[src/rtl/button_conditioner.sv]
`default_nettype none
// ============================================================================
// Module      : button_conditioner
// Description : Turns one raw, bouncing push-button pin into clean strobes.
//               Two-flop synchroniser, four-state debounce FSM with a
//               saturating cycle counter, registered level / press / release.
//               Optional auto-repeat of press_o while the button is held,
//               enabled by defining the macro AUTOREPEAT_EN.
// Ports       : clock      in  system clock, rising edge
//               clear      in  asynchronous active-high reset
//               btn_i      in  raw button pin (asynchronous, may bounce)
//               level_o    out debounced state, 1 = pressed
//               press_o    out one-cycle pulse per accepted press (+ repeats)
//               release_o  out one-cycle pulse per accepted release
// Revision    : 1.0 - initial release
// ============================================================================
module button_conditioner #(
  parameter int ACTIVE_LOW      = 1,
  parameter int DEBOUNCE_CYCLES = 1000,
  parameter int CNT_WIDTH       = 20,
  parameter int REPEAT_DELAY    = 500,
  parameter int REPEAT_PERIOD   = 250
) (
  input  logic clock,
  input  logic clear,
  input  logic btn_i,
  output logic level_o,
  output logic press_o,
  output logic release_o
);

  // Idle level of the raw pin; the synchroniser is preset to it.
  localparam logic                 C_INACTIVE = (ACTIVE_LOW != 0);
  localparam logic [CNT_WIDTH-1:0] C_DB_LAST  = CNT_WIDTH'(DEBOUNCE_CYCLES - 1);
  localparam logic [CNT_WIDTH-1:0] C_CNT_MAX  = {CNT_WIDTH{1'b1}};

  localparam logic [1:0] C_IDLE       = 2'd0;
  localparam logic [1:0] C_DB_PRESS   = 2'd1;
  localparam logic [1:0] C_PRESSED    = 2'd2;
  localparam logic [1:0] C_DB_RELEASE = 2'd3;

  logic [1:0]           sync_q, sync_d;
  logic [1:0]           state_q, state_d;
  logic [CNT_WIDTH-1:0] cnt_q, cnt_d;
  logic                 level_q, level_d;
  logic                 press_q, press_d;
  logic                 release_q, release_d;
  logic                 pressed;

  // --------------------------------------------------------------------------
  // Synchroniser
  // --------------------------------------------------------------------------
  always_comb begin
    sync_d = {sync_q[0], btn_i};
  end

  // Normalised to 1 = pressed regardless of pin polarity.
  assign pressed = sync_q[1] ^ C_INACTIVE;

  // --------------------------------------------------------------------------
  // State register
  // --------------------------------------------------------------------------
  always_ff @(posedge clock or posedge clear) begin
    if (clear) begin
      sync_q    <= {2{C_INACTIVE}};
      state_q   <= C_IDLE;
      cnt_q     <= '0;
      level_q   <= 1'b0;
      press_q   <= 1'b0;
      release_q <= 1'b0;
    end else begin
      sync_q    <= sync_d;
      state_q   <= state_d;
      cnt_q     <= cnt_d;
      level_q   <= level_d;
      press_q   <= press_d;
      release_q <= release_d;
    end
  end

  // --------------------------------------------------------------------------
  // Next-state logic
  // --------------------------------------------------------------------------
  always_comb begin
    state_d = state_q;
    cnt_d   = cnt_q;
    case (state_q)
      C_IDLE: begin
        if (pressed) begin
          state_d = C_DB_PRESS;
          cnt_d   = '0;
        end
      end
      C_DB_PRESS: begin
        if (!pressed) begin
          state_d = C_IDLE;
        end else if (cnt_q == C_DB_LAST) begin
          state_d = C_PRESSED;
        end else if (cnt_q != C_CNT_MAX) begin
          cnt_d = cnt_q + 1'b1;
        end
      end
      C_PRESSED: begin
        if (!pressed) begin
          state_d = C_DB_RELEASE;
          cnt_d   = '0;
        end
      end
      C_DB_RELEASE: begin
        if (pressed) begin
          state_d = C_PRESSED;
        end else if (cnt_q == C_DB_LAST) begin
          state_d = C_IDLE;
        end else if (cnt_q != C_CNT_MAX) begin
          cnt_d = cnt_q + 1'b1;
        end
      end
      default: begin
        state_d = C_IDLE;
        cnt_d   = '0;
      end
    endcase
  end

`ifdef AUTOREPEAT_EN
  // --------------------------------------------------------------------------
  // Auto-repeat: counts cycles spent in PRESSED. Before the first repeat it
  // compares against the initial delay, afterwards against the period; it is
  // cleared on every fire so it never needs to wrap.
  // --------------------------------------------------------------------------
  logic [CNT_WIDTH-1:0] rep_cnt_q, rep_cnt_d;
  logic                 rep_armed_q, rep_armed_d;
  logic                 rep_fire;

  localparam logic [CNT_WIDTH-1:0] C_REP_DELAY_LAST  = CNT_WIDTH'(REPEAT_DELAY - 1);
  localparam logic [CNT_WIDTH-1:0] C_REP_PERIOD_LAST = CNT_WIDTH'(REPEAT_PERIOD - 1);

  always_comb begin
    rep_cnt_d   = rep_cnt_q;
    rep_armed_d = rep_armed_q;
    rep_fire    = (state_q == C_PRESSED) &&
                  (rep_cnt_q == (rep_armed_q ? C_REP_PERIOD_LAST : C_REP_DELAY_LAST));
    if ((state_q == C_DB_PRESS) && (state_d == C_PRESSED)) begin
      rep_cnt_d   = '0;
      rep_armed_d = 1'b0;
    end else if (state_d == C_IDLE) begin
      rep_cnt_d   = '0;
      rep_armed_d = 1'b0;
    end else if (state_q == C_PRESSED) begin
      if (rep_fire) begin
        rep_cnt_d   = '0;
        rep_armed_d = 1'b1;
      end else if (rep_cnt_q != C_CNT_MAX) begin
        rep_cnt_d = rep_cnt_q + 1'b1;
      end
    end
    // DB_RELEASE falls through: the counter holds and resumes on return.
  end

  always_ff @(posedge clock or posedge clear) begin
    if (clear) begin
      rep_cnt_q   <= '0;
      rep_armed_q <= 1'b0;
    end else begin
      rep_cnt_q   <= rep_cnt_d;
      rep_armed_q <= rep_armed_d;
    end
  end
`endif

  // --------------------------------------------------------------------------
  // Output logic: decoded from the transition so the registered level and
  // pulse change on the same edge as the state.
  // --------------------------------------------------------------------------
  always_comb begin
    level_d   = (state_d == C_PRESSED) || (state_d == C_DB_RELEASE);
    press_d   = (state_q == C_DB_PRESS) && (state_d == C_PRESSED);
    release_d = (state_q == C_DB_RELEASE) && (state_d == C_IDLE);
`ifdef AUTOREPEAT_EN
    press_d   = press_d | rep_fire;
`else
    press_d   = press_d;
`endif
  end

  assign level_o   = level_q;
  assign press_o   = press_q;
  assign release_o = release_q;

endmodule
`default_nettype wire

[config.mk]
export PLATFORM = sky130hd
export DESIGN_NAME = button_conditioner
export DESIGN_NICKNAME = d
export VERILOG_FILES = /design/src/rtl/button_conditioner.sv
export SDC_FILE = /design/constraint.sdc
export NUM_CORES = 1
export LEC_CHECK = 0
export CORE_MARGIN = 4
export CORE_UTILIZATION = 47
export DETAILED_ROUTE_END_ITERATION = 8
export PLACE_DENSITY = 0.64
export SYNTH_ARGS = -nofsm -noshare
export SYNTH_HDL_FRONTEND = slang
export SYNTH_SLANG_ARGS = --single-unit
[constraint.sdc]
create_clock -name clock -period 2.6 [get_ports clock]
set_input_delay 0.52 -clock clock [delete_from_list [all_inputs] [get_ports clock]]
set_output_delay 0.52 -clock clock [all_outputs]
set_load 0.01 [all_outputs]
# Yosys cells after proc, flatten, opt, wreduce, memory -nomap -nowiden
# Cells that the tools add are included.
# word_totals
register_bits	27
latchBits	0
output_inout_bits	3
memories	0
ramBits	0
wordCells	38
rom_bits	0
# op_classes
muxes	14
n_div	0
n_reduce_logical	6
n_addsub	1
multipliers	0
eq_ne	11
bitwise_logic	0
n_lt_le_gt_ge	0
shift	0
# ops
op	count
20-bit two-way mux	6
20-bit one-hot mux with 4 select lines	1
20-bit by 1-bit adder with 20-bit output, second input constant	1
20-bit by 10-bit equality test with 1-bit output, second input constant	1
20-bit inequality test, second input constant	1
2-bit two-way mux	6
2-bit equality test, second input constant	4
2-bit inequality test, second input constant	4
2-bit one-hot mux with 4 select lines	1
2-bit zero test	2
4-bit AND reduction	1
2-bit by 1-bit equality test with 1-bit output, second input constant	1
1-bit logical AND	2
1-bit logical OR	1

# Logic depth before layout (Yosys ltp)
# logic_depth
word_depth	6
mapped_depth	8

# Worst setup path after synthesis
# No wires, ideal clock.
# synth_path
path_type	register to register
start	reg cnt_q[0]
end	reg cnt_q[14]
path_slack_ns	0.716
arrival_time_ns	1.789
stages_incl_launch_ff	7
path_buffers	0
period_less_slack_ns	1.884
path_cell_list	dfrtp_1 -> ha_1 -> and3_1 -> and4_1 -> a21bo_2 -> or3_1 -> o31ai_1
# synth_between
elab_chain_cells	5
elab_cells_between_ends	8
# synth_lines
element	line_no	text
start, declared	44	logic [CNT_WIDTH-1:0] cnt_q, cnt_d;
start signal, assigned	74	cnt_q <= cnt_d;
20-bit by 1-bit adder with 20-bit output or 20-bit inequality test (tied branches)	--	
20-bit two-way mux	99, 114	
20-bit two-way mux (*)	97	end else if (cnt_q == C_DB_LAST) begin
20-bit two-way mux (on tied branches)	110, 95	
20-bit one-hot mux with 4 select lines (*)	87	case (state_q)
# Every way passes the cells marked *; elsewhere a longest branch is shown, timed or not. The select of a mux whose other input is x is not followed.
# A chain may end at the register's enable or synchronous reset.

# Final worst setup path
# layout_path
start	reg cnt_q[0]
end	reg cnt_q[13]
# The elaborated chain is that of the path after synthesis.

==> out/qor.csv <==
metric,value,unit
die_width,64.5,um
post_cts_buffers,0,
min_period,2400,ps
cp.arrival,2650,ps
wirelength,3080,um
wl_per_cell,15.3,um
place_congestion,0.884,
clock.fmax,417,MHz
synth_edf_count,0,
cts_tree,done,
dr.pass1.iters,4,
endpoint_kind,flip-flop,
design.core.area,3050,um^2
path_clk_slew,150,ps
cts.sink_count,26,
p_leak,0.708,nW
grt_max_degree,27,
finalNonFillerCells,201,
dp_cells,197,
min_to,sync_q[1],
ys_seq_area_frac,0.435,
ctsHtreeMaxLevel,1,
grt_pass1_vias,1151,
drive_gt1_frac,0.108,
cap_viol_max_count,0,
power,798,uW
worst_slack,203,ps
grt-ovfl-total,0,
min_path_type,flip-flop to flip-flop,
p_per_area,499,nW/um^2
post_dp_cell_area,1550,um^2
ant_nets,0,
synth-seq-cells,26,
netlist_area,1500,um^2
nets,162,
rows,20,
syn_avg_cell_area,9.75,um^2
ios,6,
cts_root_buffer,clkbuf_4,
peakVddDrop,0.000261,V
reg2reg_depth,6,
synth_cells,154,
relSlewSlack,0.388,
final_cell_mix,"24 x dfrtp_1, 14 x a21oi_1, 12 x nand2_1",
holdWs,370,ps
dp_hpwl,2190,um
cts_hold_buf,0,
synth-main-ff-cell,dfrtp_1,
dieArea,4160,um^2
antenna_found_initial,0,
rsz0062_at_grt,false,
startpoint_type,flip-flop,
yosys_warnings,0,
worst_slew_pin_slew,919,ps
initial_utilization,0.492,
pre_cts_ws,299,ps
drcViolationCount,0,
ctsResizeCount,0,
grt_pass1_wl,5400,um
post-route-util,0.525,
cts_buffer_depth,2,
grt_use_total,0.165,
r2r_start,cnt_q[0],
crit_fanout,12,
finClkSkew,6.44,ps
drtIter0Drc,85,
final_area,1600,um^2
synth_nets,158,
reg2reg_to,cnt_q[13],
min_path_cells,0,
hp-start,sync_q[0],
viasPerCell,5.95,
outcome,finished clean,
setup_viol,0,
numCtsBuffers,3,
dr_total_vias,1196,
regToRegSetupSlack,200,ps
clkLatencyLatePin,330,ps
critPathRequiredTime,2860,ps
n_antenna_cell,0,
critical_path_class,flip-flop to flip-flop,
layout_commonest_cell,dfrtp_1,
period_share,0.922,
syn_to_final_growth,6.67,%
tns,0,ps
synth.distinct_cells,47,
finalHoldViolations,0,
ys_async_sr_fraction,1.00,
chipHeight,64.5,um
final_max_slew_viol_count,0,
port_buffers,5,
Yosys cell counts (all sizes together) (3+ instances only):
master	number	area (um^2)
nand2	12	45.0
nor2	5	18.8
nand4	6	52.6
a21boi	4	30.0
o21a	3	22.5
buf	6	57.6
a21oi	15	78.8
inv	6	22.5
a31oi	11	68.8
nor4	4	40.0
o21ai	5	25.0
mux2i	3	30.0
and3	8	51.3
nand3	6	30.0
and4	3	28.8
dfrtp	24	601
nand2b	5	31.3
where the power goes:
group	internal, mW	switching (mW)	total (mW)
Clock	0.156	0.125	0.281
Sequential	0.424	0.0248	0.449
Combinational	0.0284	0.0403	0.0687
cell families after synthesis:
group | share of synthesized area
muxes | 0.0200
AOI/OAI and AO/OA | 0.230
adders and majority gates | 0.00833
buffers and inverters | 0.0633
xor gates and xnor gates | 0.00583
DFF | 0.435
and+or+nand+nor | 0.238
cell type report:
| type | count | area (um^2) |
|---|---|---|
| clock buffer | 3 | 22.5 |
| clock inverter | 1 | 30.0 |
| fill | 292 | 1450 |
| inverter | 6 | 22.5 |
| multi-input combinational | 114 | 753 |
| sequential | 26 | 653 |
| tap | 44 | 55.1 |
| timing repair buffer | 7 | 65.1 |
sequential cells by signal (all words and copies together) (netlist names):
name	cells
cnt_q	20
sync_q	2
level_o	1
press_o	1
release_o	1
state_q	1
worst max path at each step:
stage | from | end | slack (ps) | cells after the start
floorplan | cnt_q[0] | cnt_q[14] | 720 | 6
CTS | cnt_q[0] | cnt_q[13] | 260 | 6
detailed placement | cnt_q[0] | cnt_q[13] | 300 | 6
global placement | cnt_q[0] | cnt_q[13] | 380 | 6
finish | cnt_q[0] | cnt_q[13] | 200 | 6
global route | cnt_q[0] | cnt_q[13] | 20 | 6
worst max-delay path: stages, from the launching register on:
cell      delay [ps]
dfrtp_1          450
ha_1             280
and3_1           220
and4_1           230
a21oi_1          720
a41o_1           270
a21boi_0         160
metal layers:
layer,global-route usage,vias to the layer above,wire length (um)
li1,-,594,-
met1,0.222,580,1530
met2,0.267,22,1430
met3,0.0312,0,113
met4,0.0528,0,0
met5,0,-,0
Power figures use the tool's default switching activity.
==> RTL change 1: new RTL, same flow settings <==
The parameter `CNT_WIDTH` goes from 20 to 40.
--- a/src/rtl/button_conditioner.sv
+++ b/src/rtl/button_conditioner.sv
@@ -17,7 +17,7 @@
 module button_conditioner #(
   parameter int ACTIVE_LOW      = 1,
   parameter int DEBOUNCE_CYCLES = 1000,
-  parameter int CNT_WIDTH       = 20,
+  parameter int CNT_WIDTH       = 40,
   parameter int REPEAT_DELAY    = 500,
   parameter int REPEAT_PERIOD   = 250
 ) (
Check against the original RTL: no difference found for any inputs over 10 cycles, from zero or initial values; that may be too few to reach the edited logic, so the function may still have changed.
==> RTL change 1 against the original RTL <==
Clock skew is 3.9 ps higher. Power increased by 63%. Area after synthesis rose by 82%. Combinational power up 35%. Via count up 110%. Sequential cell count is 21 higher. Wire length up 130%. Final area increased by 89%. Worst setup slack better by 47 ps. Die area increased by 71%. Global-route usage up 4.0 points. Critical endpoint is now cnt_q[31]$_DFFE_PP0P_.
==> RTL change 1: results (changes against the original RTL) <==
metric,value,unit,change
status,finished clean,,
hp-class,register to register,,
cts_buffer_depth,2,,unchanged
async_flop_share,100,%,unchanged
yosys_warnings,0,,unchanged
power_leakage,1.16,nW,+64%
drtIter0Drc,231,,+170%
skew,10.3,ps,+3.88 ps
fillers,542,,+86%
hp-start,sync_q[0]$_DFF_PP1_,,
ys_top_cells_by_count,"dfrtp_1, nand2_1, o21ai_0",,
grt_start_max_net_pins,27,,unchanged
largestRegisters,"cnt_q (40), state_q (2), sync_q (2)",,
dpl.hpwl,4930,µm,+120%
clk_latency,300,ps,-30 ps
yosys.cell_types.count,52,,+11%
synth_nets,314,,+99%
htreeDepth,2,,+1
numCtsBuffers,5,,+2
cp.arrival,2590,ps,-60 ps
cts-root-buf,clkbuf_8,,
seq_area_frac_synth,43.1,%,-0.43 points
antenna_found_initial,0,,unchanged
yosys-top-cells-area,"dfrtp_1, o21ai_0, nand3_1, nand2_1, o31ai_1",,
relSlewSlack,51.3,%,+13 points
grt_pass1_vias,2280,,+98%
firstDrtPassIters,4,,unchanged
fin_nets,324,,+100%
antenna_cells,0,,unchanged
drive_gt1_share,12.1,%,+1.3 points
grt_pass1_wl,11800,µm,+120%
clkTransAtPathRegs,80,ps,-70 ps
critPathLaunch,cnt_q[0]$_DFFE_PP0P_,,
avgRoutedWirePerCell,17.7,µm,+16%
p_int,988,µW,+62%
portBuffers,5,,unchanged
crit_fanout,19,,+7
vias,2462,,+110%
maxSlewViolCount,0,,unchanged
place_congestion,0.870,,-1.6%
post_cts_resized,0,,unchanged
gr-usage-all-layers,20.4,%,+4.0 points
cts_setup_buffers,0,,unchanged
ir_worst_vdd,0.228,mV,-13%
[RTL change 1: changes by cell type after synthesis, moves of 9 or more]
| cell | unedited run | this run |
|---|---|---|
| nor2_1 | 5 | 15 |
| o21ai_0 | 4 | 31 |
| or4_1 | 0 | 9 |
| dfrtp_1 | 24 | 45 |
| nand2_1 | 12 | 33 |
| o31ai_1 | 2 | 13 |
| nand3_1 | 6 | 26 |
[RTL change 1: cell families after synthesis]
group / after synthesis / share of synthesized area, %
buffers and inverters: 24 / 4.12
xor gates and xnor gates: 1 / 0.320
muxes: 2 / 0.732
AOI/OAI and AO/OA: 95 / 21.9
and+or+nand+nor: 140 / 29.4
DFF: 47 / 43.1
adders and majority gates: 1 / 0.457
[RTL change 1: routing by layer]
layer	routed length [µm]	up-vias	global-route usage [%]	share of wire, %
met1	3280	1176	29.2	47
met5	0	-	0	0
met4	168	0	7.02	2.4
met3	329	15	3.63	4.7
met2	3180	65	31.2	46
li1	-	1206	-	-
[RTL change 1: area by class of cell]
type	instances	area share, %
timing repair buffer	19	5.96
inverter	8	0.994
multi-input combinational	239	48.0
clock buffer	7	2.86
tap	72	2.98
clock inverter	1	0.166
sequential	47	39.0
[RTL change 1: stage by stage]
| step | worst slack [ps] | cell area [µm²] | utilization, % | std cells |
|---|---|---|---|---|
| 3_5_place_dp | 225 | 2920 | 52.5 | 385 |
| 6_report | 250 | 3020 | 54.2 | 393 |
| 4_1_cts | 212 | 3020 | 54.1 | 393 |
| 3_3_place_gp | 265 | 2920 | 52.5 | 385 |
| 5_1_grt | 82.8 | 3020 | 54.2 | 393 |
| 2_1_floorplan | 405 | 2740 | - | 310 |
[RTL change 1: final timing paths]
kind	slack, ps	end	cells after the start
setup / recovery	250	cnt_q[31]$_DFFE_PP0P_	8
hold / removal	360	sync_q[1]$_DFF_PP1_	0
setup reg to reg	250	cnt_q[31]$_DFFE_PP0P_	8
hold reg to reg	360	sync_q[1]$_DFF_PP1_	0
max in group asynchronous	1450	sync_q[0]$_DFF_PP1_	3
min in group asynchronous	560	cnt_q[33]$_DFFE_PP0P_	2
[RTL change 1: power groups by stage]
stage | registers (mW) | logic, mW | clock network (mW)
floorplan | 0.761 | 0.0623 | 0
global placement | 0.767 | 0.0924 | 0
detailed placement | 0.767 | 0.0931 | 0
CTS | 0.753 | 0.0933 | 0.475
global route | 0.755 | 0.105 | 0.503
finish | 0.753 | 0.0925 | 0.459
[RTL change 1: critical path: stages, from the launching register on]
cell and delay (ps):
dfrtp_1 420, ha_1 270, and4b_1 240, nand3_1 90, or3_1 130, or3b_1 410
buf_12 180, or4_1 460, nand3_1 90
==> RTL change 2: new RTL, same flow settings <==
Made on the original files. Register the output `release_o` once more, with the module's reset; this adds one clock of latency there. The other outputs are not delayed to match. Comments in the files are not updated.
--- a/src/rtl/button_conditioner.sv
+++ b/src/rtl/button_conditioner.sv
@@ -185,7 +185,13 @@
 
   assign level_o   = level_q;
   assign press_o   = press_q;
-  assign release_o = release_q;
+  always_ff @(posedge clock or posedge clear) begin
+    if (clear) begin
+      release_o <= '0;
+    end else begin
+      release_o <= release_q;
+    end
+  end
 
 endmodule
 `default_nettype wire
Behaviour: same outputs for any inputs over 10 cycles, from zero or initial values; that may be too few to reach the edited logic, so the function may still have changed.
==> RTL change 2 against the original RTL <==
Wire length up 22%. Sequential cell count up 1. Worst setup slack better by 130 ps. Area after synthesis up 8.3%. Power down 14%. Hold slack worse by 2.6 ps. Final area up 8.9%. Critical path type unchanged. Critical path depth unchanged. Largest power group unchanged.
==> RTL change 2: results (changes against the original RTL) <==
metric,value,unit,change
firstDrtPassIters,4,,unchanged
clkTransAtPathRegs,150,ps,about the same
drive_gt1_share,20.0,%,+9.2 points
grt_pass1_wl,6580,µm,+22%
portBuffers,5,,unchanged
largestRegisters,"cnt_q (20), sync_q (2)",,
grt_pass1_vias,1320,,+15%
htreeDepth,1,,unchanged
ir_worst_vdd,0.155,mV,-40%
crit_fanout,14,,+2
min_period_over_period,87.2,%,-5.0 points
synth_flop_cell,dfrtp_1,,
dpl.hpwl,2770,µm,+27%
power_leakage,0.769,nW,+8.6%
drtIter0Drc,87,,+2.4%
fin_nets,180,,+11%
cts_tree,done,,
grt_start_max_net_pins,20,,-26%
seq_area_frac_synth,41.7,%,-1.8 points
yosys-top-cells-area,"dfrtp_1, nand3_1, nand2_1, dfstp_2, a21oi_1",,
antenna_cells,0,,unchanged
postRouteWirelength,3760,µm,+22%
gr-usage-all-layers,19.5,%,+3.1 points
async_flop_share,100,%,unchanged
yosys.cell_types.count,54,,+15%
cts-root-buf,clkbuf_4,,
place_congestion,0.871,,-1.4%
ys_top_cells_by_count,"dfrtp_1, nand2_1, nand3_1",,
place_ws,355,ps,+56.7 ps
rrSetupSlack,330,ps,+130 ps
skew,6.56,ps,+0.119 ps
vias,1364,,+14%
clk_latency,330,ps,about the same
synth_nets,171,,+8.2%
cts_setup_buffers,0,,unchanged
cp.arrival,2500,ps,-150 ps
numCtsBuffers,3,,unchanged
relSlewSlack,51.6,%,+13 points
status,finished clean,,
setup_viol,0,,unchanged
## RTL change 2: final timing paths
check                                     start                    to  depth (start not counted)
max                        cnt_q[0]$_DFFE_PP0P_  cnt_q[0]$_DFFE_PP0P_                          6
min                         sync_q[0]$_DFF_PP1_   sync_q[1]$_DFF_PP1_                          0
max reg2reg                cnt_q[0]$_DFFE_PP0P_  cnt_q[0]$_DFFE_PP0P_                          6
min reg2reg                 sync_q[0]$_DFF_PP1_   sync_q[1]$_DFF_PP1_                          0
max in group asynchronous                 clear  cnt_q[1]$_DFFE_PP0P_                          3
min in group asynchronous                 clear     press_o$_DFF_PP0_                          2
## RTL change 2: critical path, stage by stage, from the launching register on
cell      delay [ps]
dfrtp_1          440
ha_1             240
nor4b_2          340
nand4_2          200
o211ai_2         560
nor2_2            80
mux2_2           290
## RTL change 2: kinds of logic after synthesis
| kind of cell | after synthesis | share of synthesized area [%] |
|---|---|---|
| XOR/XNOR | 1 | 0.539 |
| flip-flops | 27 | 41.7 |
| adder cells (fa/ha/maj) | 1 | 0.770 |
| multiplexers | 1 | 0.693 |
| AND/OR/NAND/NOR | 79 | 31.0 |
| buffers and inverters | 12 | 4.85 |
| AO/OA/AOI/OAI | 46 | 20.4 |
## RTL change 2: where the power goes
group / leakage [nW] / internal (mW) / switching, mW
Clock: 0.0139 / 0.0590 / 0.129
Combinational: 0.389 / 0.0216 / 0.0371
Sequential: 0.366 / 0.429 / 0.00892
Total: 0.769 / 0.510 / 0.176
## RTL change 2: stage by stage
stage                     total power, mW  instance area, µm²  hold WS, ps  std cells
after global routing                0.721                1740          372        221
after floorplan                     0.487                1630          331        167
after detailed placement            0.505                1710          346        217
after global placement              0.502                1710          338        217
final                               0.685                1740          367        221
after CTS                           0.695                1740          368        221
## RTL change 2: area by class of cell
type	count	area (µm²)
well taps	46	57.6
inverters	6	22.5
repair buffers	10	87.6
clock buffers	3	22.5
fillers	321	1590
clock inverters	1	7.51
flip-flops and latches	27	678
multi-input cells	128	868
## RTL change 2: routing by layer
metal / up-vias / routed length (µm) / global-route usage (%) / share of wire [%]
met4: 0 / 63 / 7.36 / 1.7
met5: - / 0 / 0 / 0
met1: 670 / 1700 / 25.6 / 45
met2: 28 / 1840 / 32.5 / 49
met3: 7 / 155 / 2.36 / 4.1
li1: 659 / - / - / -
